## src/rtl/req_enc32to5_pkg.sv

```systemverilog
// Shared constants and helpers for the 32-to-5 request encoder.
// Optional feature macro: REQ_ENC_FIXED_PRIO_EN (selects fixed priority
// instead of round-robin; see req_enc32to5.sv).
package req_enc32to5_pkg;

  localparam int N    = 32;
  localparam int AW   = 5;
  localparam int WRAP = N - 1;

  function automatic logic [N-1:0] onehot(input logic [AW-1:0] idx);
    logic [N-1:0] vec;
    vec      = '0;
    vec[idx] = 1'b1;
    return vec;
  endfunction

endpackage

```

## src/rtl/req_enc32to5_if.sv

```systemverilog
// Request/index handshake bundle between the request sources, the encoder
// and the consuming stage.
interface req_enc32to5_if;
  import req_enc32to5_pkg::*;

  logic          en;
  logic [N-1:0]  req_i;
  logic          ready_i;
  logic [AW-1:0] idx_o;
  logic          valid_o;
  logic [N-1:0]  pend_o;

  // Driver/consumer side.
  modport master (
    output en,
    output req_i,
    output ready_i,
    input  idx_o,
    input  valid_o,
    input  pend_o
  );

  // Encoder side.
  modport slave (
    input  en,
    input  req_i,
    input  ready_i,
    output idx_o,
    output valid_o,
    output pend_o
  );

endinterface

```

## src/rtl/req_enc32to5_rr_pick.sv

```systemverilog
// Combinational round-robin picker: first set bit of cand at or above ptr,
// wrapping from bit 31 back to bit 0.
module req_enc32to5_rr_pick
  import req_enc32to5_pkg::*;
(
  input  logic [N-1:0]  cand,
  input  logic [AW-1:0] ptr,
  output logic [AW-1:0] sel,
  output logic          any
);

  logic [2*N-1:0] dbl;
  logic [N-1:0]   rot;
  logic [AW-1:0]  off;

  // Rotate right by ptr so the search always starts at bit 0 of rot.
  always_comb begin
    dbl = {cand, cand} >> ptr;
    rot = dbl[N-1:0];
  end

  // Lowest set bit of the rotated vector; mapping back is a mod-N add.
  always_comb begin
    off = '0;
    for (int i = N - 1; i >= 0; i--) begin
      if (rot[i]) off = AW'(i);
    end
    any = |cand;
    sel = off + ptr;
  end

endmodule

```

## src/rtl/req_enc32to5.sv

```systemverilog
// Sequential 32-to-5 request encoder: sticky pending vector, round-robin
// arbitration and a valid/ready index output.
// Macro REQ_ENC_FIXED_PRIO_EN: lowest pending bit always wins, no pointer.
module req_enc32to5
  import req_enc32to5_pkg::*;
(
  input  logic              clk,
  input  logic              rst_n,
  req_enc32to5_if.slave     bus
);

  logic [N-1:0]  pend_q;
  logic [AW-1:0] idx_q;
  logic          valid_q;

  logic          hs;
  logic          load;
  logic          any;
  logic [N-1:0]  clr;
  logic [N-1:0]  cand;
  logic [AW-1:0] sel;
  logic [AW-1:0] ptr_use;

`ifdef REQ_ENC_FIXED_PRIO_EN
  assign ptr_use = '0;
`else
  logic [AW-1:0] ptr_q;

  assign ptr_use = ptr_q;

  // Rotate priority to just past the index most recently loaded.
  always_ff @(posedge clk or negedge rst_n) begin
    if (!rst_n) begin
      ptr_q <= '0;
    end else if (load) begin
      ptr_q <= (sel == AW'(WRAP)) ? '0 : sel + AW'(1);
    end
  end
`endif

  // Handshake, clear mask and candidate set; the in-flight index is masked
  // so it cannot be picked again while it is still being presented.
  always_comb begin
    hs   = valid_q & bus.ready_i;
    clr  = hs ? onehot(idx_q) : '0;
    cand = pend_q & ~(valid_q ? onehot(idx_q) : '0);
    load = bus.en & (~valid_q | hs) & any;
  end

  req_enc32to5_rr_pick u_pick (
    .cand (cand),
    .ptr  (ptr_use),
    .sel  (sel),
    .any  (any)
  );

  // Pending capture (set beats clear) and output index/valid register.
  always_ff @(posedge clk or negedge rst_n) begin
    if (!rst_n) begin
      pend_q  <= '0;
      idx_q   <= '0;
      valid_q <= 1'b0;
    end else begin
      pend_q <= (pend_q & ~clr) | bus.req_i;
      if (load) begin
        idx_q   <= sel;
        valid_q <= 1'b1;
      end else if (hs) begin
        valid_q <= 1'b0;
      end
    end
  end

  assign bus.idx_o   = idx_q;
  assign bus.valid_o = valid_q;
  assign bus.pend_o  = pend_q;

endmodule
```

## src/flat_wrapper.sv

```systemverilog
// flat-port wrapper written by rule: the top's interface ports become plain ports
module req_enc32to5_flat import req_enc32to5_pkg::*;
  (clk, rst_n, bus_en, bus_req_i, bus_ready_i, bus_idx_o, bus_valid_o, bus_pend_o);
  req_enc32to5_if bus_i ();
  input  logic clk;
  input  logic rst_n;
  input wire logic [$bits(bus_i.en)-1:0] bus_en;
  input wire logic [$bits(bus_i.req_i)-1:0] bus_req_i;
  input wire logic [$bits(bus_i.ready_i)-1:0] bus_ready_i;
  output wire logic [$bits(bus_i.idx_o)-1:0] bus_idx_o;
  output wire logic [$bits(bus_i.valid_o)-1:0] bus_valid_o;
  output wire logic [$bits(bus_i.pend_o)-1:0] bus_pend_o;
  assign bus_i.en = bus_en;
  assign bus_i.req_i = bus_req_i;
  assign bus_i.ready_i = bus_ready_i;
  assign bus_idx_o = bus_i.idx_o;
  assign bus_valid_o = bus_i.valid_o;
  assign bus_pend_o = bus_i.pend_o;
  req_enc32to5 u_core (.clk(clk), .rst_n(rst_n), .bus(bus_i));
endmodule
```

## config.mk

```make
export PLATFORM = sky130hd
export DESIGN_NAME = req_enc32to5_flat
export DESIGN_NICKNAME = d
export VERILOG_FILES = /design/src/rtl/req_enc32to5_pkg.sv /design/src/rtl/req_enc32to5_if.sv /design/src/rtl/req_enc32to5_rr_pick.sv /design/src/rtl/req_enc32to5.sv /design/src/flat_wrapper.sv
export SDC_FILE = /design/constraint.sdc
export NUM_CORES = 1
export LEC_CHECK = 0
export ABC_CLOCK_PERIOD_IN_PS = 5500
export BUFFER_PORTS_ARGS = -buffer_cell sky130_fd_sc_hd__buf_4
export CORE_ASPECT_RATIO = 1.5
export CORE_MARGIN = 1
export CORE_UTILIZATION = 55
export DETAILED_ROUTE_END_ITERATION = 8
export GPL_TIMING_DRIVEN = 0
export PLACE_DENSITY = 0.89
export SETUP_SLACK_MARGIN = 0.5
export SYNTH_ARGS = -nofsm -noshare
export SYNTH_HDL_FRONTEND = slang
export SYNTH_HIERARCHICAL = 1
export SYNTH_SLANG_ARGS = --single-unit
export TNS_END_PERCENT = 10
```

## constraint.sdc

```tcl
create_clock -name clk -period 5.5 [get_ports clk]
set_input_delay 0.825 -clock clk [delete_from_list [all_inputs] [get_ports clk]]
set_output_delay 0.825 -clock clk [all_outputs]
set_load 0.005 [all_outputs]
```

==> flow_metrics.env <==
export IMPL_cts_root_buf="clkbuf_16"
export IMPL_post_synth_top_count_cell="mux4_2"
export IMPL_syn_area_sq_um=5983
export IMPL_startpoint_type="flop"
export IMPL_max_stage_delay_ns=0.57
export IMPL_rsz0062_at_grt="yes"
export IMPL_r2r_start="u_core/bus.idx_o[3]"
export IMPL_pre_cts_ws_ns=-0.3739
export IMPL_cts_sinks=43
export IMPL_power_leakage_nw=2.442
export IMPL_synth_top_cell_by_area="mux4_2"
export IMPL_synth_cells=551
export IMPL_violations="negative setup slack"
export IMPL_path_max_fanout=8
export IMPL_portBuffers=73
export IMPL_synth_edf_count=0
export IMPL_worstSkewPairLatency_ns=0.29
export IMPL_clk_pin_slew_ns=0.07
export IMPL_final_max_slew_violation_count=0
export IMPL_clock_fmax_mhz=173.3
export IMPL_detail_route_iter0_violations=971
export IMPL_dieArea_sq_um=11310
export IMPL_path_cells="or3_4, buf_8, o41a_1, mux4_2, mux4_2, mux2_4, a21o_1, a2111o_1, a211oi_2, and4b_2, ha_4, inv_2, fa_2, inv_2, a21o_1, a21oi_2, xnor2_2, xnor2_2, ha_4, mux2_4"
export IMPL_fin_crit_ns=5.770
export IMPL_place_inst=768
export IMPL_worst_slew_pin_slew_ns=0.8884
export IMPL_overflow=0
export IMPL_start_util=0.5650
export IMPL_fin_nets=695
export IMPL_place_congestion=1.049
export IMPL_place_hpwl_um=17050
export IMPL_syn2layout_area_growth_pct=22.69
export IMPL_drt_total_wl_um=23900
export IMPL_grt_start_max_net_pins=44
export IMPL_vias_per_cell=7.760
export IMPL_drive_above_1_share=0.4319
export IMPL_post_route_period_util=1.049
export IMPL_critPathLaunch="u_core/bus.idx_o[3]"
export IMPL_rr_endpoint="u_core/ptr_q[4]"
export IMPL_core_area_sq_um=10590
export IMPL_ir_drop_v=0.0004246
export IMPL_antenna_found_initial=0
export IMPL_reg2reg_depth=20
export IMPL_die_y_um=129.7
export IMPL_ys_flop_type="dfrtp_1"
export IMPL_end_kind="flop"
export IMPL_grt_pass1_vias=6243
export IMPL_p_per_area_nw_per_um2=460.3
export IMPL_synth_top_area_frac=0.2974
export IMPL_dr_pass1_iters=8
export IMPL_cts_made_buffers=5
export IMPL_hold_viol=0
export IMPL_yosysWarnings=6
export IMPL_boundaryPins=74
export IMPL_clockBufferDepth=2
export IMPL_worstHoldPathType="input pin to async pin"
export IMPL_setup_slack_ns=-0.2699
export IMPL_ant_nets=0
export IMPL_skew_ns=0.005716
export IMPL_syn_avg_cell_area_sq_um=10.86
export IMPL_rows=46
export IMPL_fin_cells=797
export IMPL_critPathKind="flop to flop"
export IMPL_synthArstFlopShare=1.000
export IMPL_wire_per_inst_um=29.99
export IMPL_ys_seq_area_frac=0.1798
export IMPL_relSlewSlack=0.4077
export IMPL_cp_required_ns=5.68
export IMPL_setup_viol=5
export IMPL_drv_cap=0
export IMPL_r2r_setup_slack_ns=-0.27
export IMPL_die_x_um=87.16
export IMPL_endpoint="u_core/ptr_q[4]"
export IMPL_synthTopCellsByCount="mux4_2 (79), dfrtp_1 (43), mux2i_1 (39)"
export IMPL_drc=0
export IMPL_synthTopCellsByArea="mux4_2 (30%), dfrtp_1 (18%), mux2i_1 (6.5%)"
export IMPL_status="complete, but fails checks"
export IMPL_grt_pass1_wl_um=35930
export IMPL_synth_seq_cells=43
export IMPL_arrival_ns=5.95
export IMPL_htreeDepth=2
export IMPL_ys_types=74
export IMPL_n_antenna_cell=0
export IMPL_syn_num_nets=594
export IMPL_grtUsageTotal=0.4343
export IMPL_vias=6185
export IMPL_cp_slowest_cell="mux4_2"
export IMPL_cts_tree="built"
## registers in the layout, indices dropped and copies added (netlist names)
| signal | cells |
|---|---|
| u_core/bus.idx_o | 5 |
| u_core/bus.pend_o | 32 |
| u_core/bus.valid_o | 1 |
| u_core/ptr_q | 5 |
## layout make-up
cell class              count  area [sq um]
plain buffers              41         242.7
clock buffers               6         138.9
clock inverters             2         38.79
fillers                   781          3249
inverters                  11         47.55
multi-input cells         456          4908
flip-flops and latches     43          1080
well taps                 144         180.2
repair buffers             94         704.4
## worst min-delay path by stage
stage | start | end | slack (ns) | cells past startpoint
CTS | rst_n | u_core/bus.pend_o[6] | 0.53 | 1
global route | rst_n | u_core/bus.pend_o[18] | 0.55 | 1
finish | rst_n | u_core/bus.pend_o[30] | 0.51 | 1
floorplan | u_core/ptr_q[4] | u_core/ptr_q[4] | 0.48 | 1
detailed placement | u_core/bus.pend_o[10] | u_core/bus.pend_o[10] | 0.54 | 2
global placement | u_core/bus.pend_o[12] | u_core/bus.pend_o[12] | 0.53 | 2
## per-layer routing
layer | share of wire | global-route usage | up-vias
met2 | 0.49 | 0.7402 | 583
met4 | 0.094 | 0.3230 | 0
met5 | 0 | 0 | -
met1 | 0.31 | 0.4766 | 2924
li1 | - | - | 2484
met3 | 0.11 | 0.08729 | 194
## cell families (layout without fill, tap and decap cells)
logic type      Yosys count  after routing  synth area share
simple gates            137            137            0.1292
xor+xnor                  6              6          0.008783
flops                    43             43            0.1798
fa+ha+maj                 7              7           0.01589
compound gates          156            156            0.1890
buf+inv                  52            154           0.04371
mux                     150            150            0.4335
## where the power goes
group / internal, W / switching [W]
combinational: 0.00112 / 0.00146
sequential: 0.000366 / 0.0000809
clock: 0.000228 / 0.000129
total: 0.00171 / 0.00167
## metrics by stage
step / total power, W / setup TNS [ns] / instance area [sq um] / hold slack [ns] / utilization
2_1_floorplan: 0.002076 / 0 / 6017 / 0.4788 / -
3_3_place_gp: 0.002629 / -0.8023 / 6745 / 0.5308 / 0.6369
3_5_place_dp: 0.002682 / -1.372 / 6745 / 0.5384 / 0.6369
4_1_cts: 0.003171 / -0.5046 / 7173 / 0.5293 / 0.6773
5_1_grt: 0.003491 / -1.423 / 7341 / 0.5542 / 0.6932
6_report: 0.003379 / -0.8896 / 7341 / 0.5087 / 0.6932
## what timing repair did
item                       4_1_cts  5_1_grt
pin swaps                       12       15
hold buffers                     0        0
resized for setup               41       31
setup buffers                   17        4
setup endpoints to repair        9        9
## critical path, delay by kind of cell (launching register included)
family | cells | cell delay, ns
AO/OA/AOI/OAI | 6 | 1.57
flip-flops | 1 | 0.45
AND/OR/NAND/NOR | 2 | 0.70
multiplexers | 4 | 1.62
XOR/XNOR | 2 | 0.40
adder cells (fa/ha/maj) | 3 | 0.62
buffers and inverters | 3 | 0.25
## placed cells by master (no fill, tap or decap), types with 5 or more instances in the layout
cell / synthesis / layout
mux2_1: 7 / 7
o21ai_0: 36 / 36
o21a_2: 0 / 14
nand2_1: 25 / 25
buf_4: 1 / 92
o22a_1: 5 / 5
nor2_1: 18 / 18
clkbuf_16: 0 / 5
dfrtp_1: 43 / 40
clkbuf_1: 15 / 14
buf_1: 5 / 6
mux2i_1: 39 / 34
nand3_1: 10 / 10
o21a_1: 24 / 9
mux2_2: 20 / 15
buf_2: 16 / 14
o211ai_1: 5 / 5
a21o_1: 6 / 6
nor4_1: 9 / 9
mux2_4: 1 / 6
o22ai_1: 13 / 13
mux4_2: 79 / 80
a221oi_1: 6 / 5
nand2b_1: 37 / 37
a221o_1: 6 / 6
buf_6: 2 / 5
nand3b_1: 7 / 7
a21oi_1: 9 / 7
Note: power is estimated with default switching activity, not from simulation.
